[src/rtl/mesi_bus_ctrl.sv]
// Bus-side MESI transaction controller: request queue, arbitration, address/snoop/data phases, snoop forwarding.
// Optional grant-wait timeout is compiled in when MESI_BUS_TIMEOUT_EN is defined.
module mesi_bus_ctrl #(
    parameter int ADDR_W     = 32,
    parameter int FIFO_DEPTH = 4,
    parameter int SNOOP_WAIT = 2,
    parameter int BEATS      = 4,
    parameter int TIMEOUT    = 64
) (
    input  logic              clk,
    input  logic              rst,
    input  logic              req_rd,
    input  logic              req_rdx,
    input  logic              req_upgr,
    input  logic              req_flush,
    input  logic [ADDR_W-1:0] req_addr,
    output logic              req_ready,
    output logic              bus_req,
    input  logic              bus_gnt,
    output logic              bus_valid,
    output logic [2:0]        bus_cmd,
    output logic [ADDR_W-1:0] bus_addr,
    input  logic              snoop_hit,
    input  logic              snoop_hitm,
    input  logic              bus_dvalid_in,
    output logic              bus_dvalid_out,
    input  logic              snp_valid,
    input  logic [2:0]        snp_cmd,
    output logic              snp_rd,
    output logic              snp_rdx,
    output logic              snp_upgr,
    output logic              c_out,
    output logic              done,
    output logic              busy,
    output logic              err
);
    localparam logic [2:0] CMD_IDLE  = 3'd0;
    localparam logic [2:0] CMD_READ  = 3'd1;
    localparam logic [2:0] CMD_RWIM  = 3'd2;
    localparam logic [2:0] CMD_INV   = 3'd3;
    localparam logic [2:0] CMD_WRITE = 3'd4;

    localparam int PW   = $clog2(FIFO_DEPTH);
    localparam int SW_W = $clog2(SNOOP_WAIT + 1);
    localparam int BT_W = $clog2(BEATS + 1);

    typedef enum logic [2:0] {S_IDLE, S_ARB, S_ADDR, S_SNOOP, S_DATA, S_DONE} state_e;

    // Request queue: extra pointer bit distinguishes full from empty
    logic [PW:0]       wr_ptr_q, rd_ptr_q;
    logic [2:0]        cmd_mem_q  [FIFO_DEPTH];
    logic [ADDR_W-1:0] addr_mem_q [FIFO_DEPTH];
    logic              fifo_empty, fifo_full, push, pop;
    logic [2:0]        push_cmd, head_cmd;
    logic [ADDR_W-1:0] head_addr;
    logic              arb_timeout;

    always_comb begin
        push_cmd = CMD_IDLE;
        if (req_flush)     push_cmd = CMD_WRITE;
        else if (req_rdx)  push_cmd = CMD_RWIM;
        else if (req_upgr) push_cmd = CMD_INV;
        else if (req_rd)   push_cmd = CMD_READ;
    end

    assign fifo_empty = (wr_ptr_q == rd_ptr_q);
    assign fifo_full  = (wr_ptr_q[PW] != rd_ptr_q[PW]) && (wr_ptr_q[PW-1:0] == rd_ptr_q[PW-1:0]);
    assign push       = (req_rd | req_rdx | req_upgr | req_flush) && !fifo_full;
    assign head_cmd   = cmd_mem_q[rd_ptr_q[PW-1:0]];
    assign head_addr  = addr_mem_q[rd_ptr_q[PW-1:0]];

    always_ff @(posedge clk) begin
        if (push) begin
            cmd_mem_q[wr_ptr_q[PW-1:0]]  <= push_cmd;
            addr_mem_q[wr_ptr_q[PW-1:0]] <= req_addr;
        end
    end

    always_ff @(posedge clk) begin
        if (rst) begin
            wr_ptr_q <= '0;
            rd_ptr_q <= '0;
        end else begin
            if (push) wr_ptr_q <= wr_ptr_q + 1'b1;
            if (pop)  rd_ptr_q <= rd_ptr_q + 1'b1;
        end
    end

    state_e            state_q;
    logic              bus_req_q, bus_valid_q, bus_dvalid_out_q;
    logic [2:0]        bus_cmd_q;
    logic [ADDR_W-1:0] bus_addr_q;
    logic              done_q, c_out_q, err_q, shared_q;
    logic [SW_W-1:0]   snp_cnt_q;
    logic [BT_W-1:0]   beat_cnt_q;
    logic              head_is_rd;

    assign head_is_rd = (head_cmd == CMD_READ) || (head_cmd == CMD_RWIM);

`ifdef MESI_BUS_TIMEOUT_EN
    localparam int TW = $clog2(TIMEOUT + 1);
    logic [TW-1:0] arb_cnt_q;

    assign arb_timeout = (state_q == S_ARB) && !(bus_req_q && bus_gnt)
                         && (arb_cnt_q == TW'(TIMEOUT - 1));

    always_ff @(posedge clk) begin
        if (rst || state_q != S_ARB) arb_cnt_q <= '0;
        else if (!arb_timeout)       arb_cnt_q <= arb_cnt_q + TW'(1);
    end
`else
    logic timeout_unused;
    assign timeout_unused = (TIMEOUT > 0);
    assign arb_timeout    = 1'b0;
`endif

    // A timed-out request is discarded just like a completed one
    assign pop = (state_q == S_DONE) || arb_timeout;

    always_ff @(posedge clk) begin
        if (rst) begin
            state_q          <= S_IDLE;
            bus_req_q        <= 1'b0;
            bus_valid_q      <= 1'b0;
            bus_cmd_q        <= CMD_IDLE;
            bus_addr_q       <= '0;
            bus_dvalid_out_q <= 1'b0;
            done_q           <= 1'b0;
            c_out_q          <= 1'b0;
            err_q            <= 1'b0;
            shared_q         <= 1'b0;
            snp_cnt_q        <= '0;
            beat_cnt_q       <= '0;
        end else begin
            bus_valid_q      <= 1'b0;
            bus_cmd_q        <= CMD_IDLE;
            bus_addr_q       <= '0;
            bus_dvalid_out_q <= 1'b0;
            done_q           <= 1'b0;
            c_out_q          <= 1'b0;
            err_q            <= arb_timeout;
            unique case (state_q)
                S_IDLE: begin
                    if (!fifo_empty) begin
                        state_q   <= S_ARB;
                        bus_req_q <= 1'b1;
                    end
                end
                S_ARB: begin
                    // Grant only counts while our request is visible (not in the retry gap)
                    if (bus_req_q && bus_gnt) begin
                        state_q     <= S_ADDR;
                        bus_valid_q <= 1'b1;
                        bus_cmd_q   <= head_cmd;
                        bus_addr_q  <= head_addr;
                    end else if (arb_timeout) begin
                        state_q   <= S_IDLE;
                        bus_req_q <= 1'b0;
                    end else begin
                        bus_req_q <= 1'b1;
                    end
                end
                S_ADDR: begin
                    state_q   <= S_SNOOP;
                    snp_cnt_q <= '0;
                end
                S_SNOOP: begin
                    if (snp_cnt_q == SW_W'(SNOOP_WAIT - 1)) begin
                        beat_cnt_q <= '0;
                        if (head_is_rd && snoop_hitm) begin
                            state_q   <= S_ARB;
                            bus_req_q <= 1'b0;
                        end else begin
                            shared_q <= (head_cmd == CMD_READ) && (snoop_hit || snoop_hitm);
                            if (head_cmd == CMD_INV) begin
                                state_q   <= S_DONE;
                                done_q    <= 1'b1;
                                bus_req_q <= 1'b0;
                            end else begin
                                state_q          <= S_DATA;
                                bus_dvalid_out_q <= (head_cmd == CMD_WRITE);
                            end
                        end
                    end else begin
                        snp_cnt_q <= snp_cnt_q + SW_W'(1);
                    end
                end
                S_DATA: begin
                    // Writes stream every cycle; reads advance only on incoming beats
                    if (head_cmd == CMD_WRITE || bus_dvalid_in) begin
                        if (beat_cnt_q == BT_W'(BEATS - 1)) begin
                            state_q   <= S_DONE;
                            done_q    <= 1'b1;
                            c_out_q   <= shared_q;
                            bus_req_q <= 1'b0;
                        end else begin
                            beat_cnt_q       <= beat_cnt_q + BT_W'(1);
                            bus_dvalid_out_q <= (head_cmd == CMD_WRITE);
                        end
                    end
                end
                S_DONE: begin
                    state_q <= S_IDLE;
                end
                default: begin
                    state_q <= S_IDLE;
                end
            endcase
        end
    end

    logic snp_rd_q, snp_rdx_q, snp_upgr_q, fwd;
    assign fwd = snp_valid && !bus_valid_q;

    always_ff @(posedge clk) begin
        if (rst) begin
            snp_rd_q   <= 1'b0;
            snp_rdx_q  <= 1'b0;
            snp_upgr_q <= 1'b0;
        end else begin
            snp_rd_q   <= fwd && (snp_cmd == CMD_READ);
            snp_rdx_q  <= fwd && (snp_cmd == CMD_RWIM);
            snp_upgr_q <= fwd && (snp_cmd == CMD_INV);
        end
    end

    assign req_ready      = !fifo_full;
    assign bus_req        = bus_req_q;
    assign bus_valid      = bus_valid_q;
    assign bus_cmd        = bus_cmd_q;
    assign bus_addr       = bus_addr_q;
    assign bus_dvalid_out = bus_dvalid_out_q;
    assign snp_rd         = snp_rd_q;
    assign snp_rdx        = snp_rdx_q;
    assign snp_upgr       = snp_upgr_q;
    assign c_out          = c_out_q;
    assign done           = done_q;
    assign busy           = (state_q != S_IDLE) || !fifo_empty;
    assign err            = err_q;
endmodule
[config.mk]
export PLATFORM = sky130hd
export DESIGN_NAME = mesi_bus_ctrl
export DESIGN_NICKNAME = d
export VERILOG_FILES = /design/src/rtl/mesi_bus_ctrl.sv
export SDC_FILE = /design/constraint.sdc
export NUM_CORES = 1
export LEC_CHECK = 0
export BUFFER_PORTS_ARGS = -buffer_cell sky130_fd_sc_hd__buf_2
export CAP_MARGIN = 10
export CORE_MARGIN = 2
export CORE_UTILIZATION = 55
export CTS_CLUSTER_DIAMETER = 100
export DETAILED_ROUTE_END_ITERATION = 12
export PLACE_DENSITY = 0.78
export SLEW_MARGIN = 20
export SYNTH_ARGS = -nofsm -noshare
export SYNTH_HDL_FRONTEND = slang
export SYNTH_SLANG_ARGS = --single-unit
[constraint.sdc]
create_clock -name clk -period 3.4 [get_ports clk]
set_input_delay 0.17 -clock clk [delete_from_list [all_inputs] [get_ports clk]]
set_output_delay 0.17 -clock clk [all_outputs]
set_load 0.02 [all_outputs]
==> results.toml <==
[logic_synthesis]
yosys_warnings = 0
syn_avg_cell_area_um2 = 17.7
syn_inst = 413
synth_area_leaders = "edfxtp_1 58%, dfxtp_1 16%, mux4_2 10%, nor2b_1 3.1%, ha_1 1.4%"
synth.largest_area_cell = "edfxtp_1"
synth_edf_count = 140
synth_top_area_frac = 0.576
async_reset_ff_frac = 0
synth.ff_latch_count = 200
syn_nets = 467
synth-seq-area-share = 0.741
ys.flop_type = "edfxtp_1"
syn_area_mm2 = 0.00729
ys_types = 45

[place]
io_buffers = 90
dpl.hpwl_um = 7730
routabilityCongestion = 0.798
placed_cell_area_mm2 = 0.00795
dp_slack_ns = 1.04

[sta]
fin_tns_setup_ns = 0
rsz0062_at_grt = "no"
slew_viol_final = 0
worstMarginPinSlew_ns = 0.809
fmax_ghz = 0.425
setup_ws_ns = 1.05
min_period_ns = 2.35
finalCritPeriodShare = 0.692
clock_skew_ns = 0.0107
final_hold_viol_count = 0
setup_violations = 0
slew_headroom = 0.460

[die]
num_rows = 42
initial_core_util = 0.557
die_area_mm2 = 0.0142
die_w_um = 119
num_io_pins = 92
die_y_um = 119
core_area_mm2 = 0.0131

[drt]
route.detailed.drc = 0
via_per_inst = 5.35
wl_um = 13400
postRouteAntennaNets = 0
drt_iter0_markers = 329
vias = 3935
wire_per_inst_um = 18.2
firstDrtPassIters = 4

[clock_network]
post_cts_buffers = 0
hold_buffers = 36
cts.path.max_buffers = 2
cts_root_buf = "clkbuf_16"
cts_resized = 0
insertion_delay_ns = 0.43
cts_tree = "done"
cts_buffers = 17
path_clk_slew_ns = 0.07
cts_htree_levels = 4
numClockSinks = 200

[power_and_ir_drop]
p_leak_uw = 0.00328
p_seq_frac = 0.525
p_int_uw = 4360
switchingPower_uw = 1380
power.density_mw_per_mm2 = 642
ir_worst_vdd_uv = 583
p_sw_frac = 0.240
p_comb_frac = 0.114
power_uw = 5730
p_clk_frac = 0.361

[worst_setup_path]
cp-start-kind = "flop"
crit_path_top_delay_cell = "and2_2"
path_class = "flop to flop"
slowest_delay_ns = 0.62
path_max_fanout = 22
worstPathArrival_ns = 2.48
cp-end-kind = "flop"
cp.required_ns = 3.52
path_delay_family = "simple AND/OR/NAND/NOR gates"
crit_buf_inv = 1
crit_chain = "xnor2_1 > a32oi_1 > and2_2 > buf_4"

[finish]
fillCellCount = 843
multi_input_area_mm2 = 0.00178
regArea_mm2 = 0.00541
utilization = 0.682
antennaDiodeCount = 0
design_area_mm2 = 0.00893
nNetsFinal = 600
drive_gt1_frac = 0.317
syn2layout_area_growth_pct = 22.4

[global_route]
grt.total_usage = 0.199
overflow = 0
use_met1 = 0.247
grt_max_degree = 37
antenna_found_initial = 0
grt_pass1_wl_um = 20800
grt_pass1_vias = 4026
met2_usage = 0.335
use_met3 = 0.0522
grt_busiest_layer = "met2"

[status]
status = "complete, no violations"

[flow_run]
cap_violations = 0

[worst_hold_path]
min_path_type = "input pin to flop"
==> layout by cell type, fill, tap and decap left out, types with 4 or more instances in the layout <==
master,count
edfxtp_1,140
buf_2,90
dfxtp_1,58
nor2b_1,36
dlygate4sd3_1,36
mux4_2,34
nor2_1,23
clkbuf_16,17
nand2_1,10
inv_1,9
ha_1,8
buf_4,8
xnor2_1,6
a21oi_1,6
xor2_1,4
and2_2,4
nand3b_1,4
clkinvlp_4,4
==> registers in the layout, indices dropped and copies added, names as in the netlist, 2 cells and up, named ones only <==
register	flops
addr_mem_q	128
bus_addr	32
cmd_mem_q	12
beat_cnt_q	3
bus_cmd	3
rd_ptr_q	3
state_q	3
wr_ptr_q	3
snp_cnt_q	2
==> stage by stage <==
stage / std cells / hold WS, ns
floorplan: 413 / 0.242
global placement: 667 / 0.351
detailed placement: 667 / 0.359
CTS: 735 / 0.00989
global route: 735 / 0.0273
finish: 735 / 0.0431
==> final cells by class <==
class,instances,share of cell area
flip-flops and latches,200,0.606
multi-input cells,184,0.199
repair buffers,134,0.0975
clock buffers,17,0.0476
well taps,176,0.0247
clock inverters,15,0.0214
inverters,9,0.00378
==> cells by family after synthesis <==
group,share of synthesized area
compound gates,0.0202
xor+xnor,0.0120
fa+ha+maj,0.0137
buf+inv,0.0158
flops,0.741
mux,0.113
other cells,0.000514
simple gates,0.0837
==> layer usage <==
metal / wire length, um / up-vias
met3: 664 / 16
met4: 252 / 0
met1: 5650 / 1984
li1: - / 1824
met5: 0 / -
met2: 6850 / 111
==> Yosys cell counts (2+ instances only) <==
master    instances
edfxtp_1        140
dfxtp_1          60
nor2b_1          36
mux4_2           34
nor2_1           23
clkbuf_1         13
nand2_1          10
inv_1             9
ha_1              8
a21oi_1           6
xnor2_1           6
and2_1            5
buf_1             4
nand3b_1          4
xor2_1            4
a211oi_1          3
nand2b_1          3
nand3_1           3
nand4_1           3
nor3_1            3
o21ai_0           3
a21o_1            2
a22o_1            2
a22oi_1           2
a32oi_1           2
and3_1            2
buf_2             2
mux2i_1           2
nand4b_1          2
nor4b_1           2
==> power groups by stage <==
stage,registers [uW],clock network (uW),logic (uW)
6_report,3010,2070,656
5_1_grt,3030,2200,715
4_1_cts,3010,2100,664
3_5_place_dp,3060,0,628
3_3_place_gp,3040,0,613
2_1_floorplan,3050,0,406
==> path summary, 6_finish.rpt <==
kind | startpoint | end | slack, ns | depth (start not counted)
setup / recovery | wr_ptr_q[0] | addr_mem_q[0][15] | 1.05 | 4
hold / removal | req_flush | cmd_mem_q[0][2] | 0.04 | 1
setup reg to reg | wr_ptr_q[0] | addr_mem_q[0][15] | 1.05 | 4
hold reg to reg | snp_cnt_q[1] | snp_cnt_q[1] | 0.49 | 2
Power figures use the tool's default switching activity.
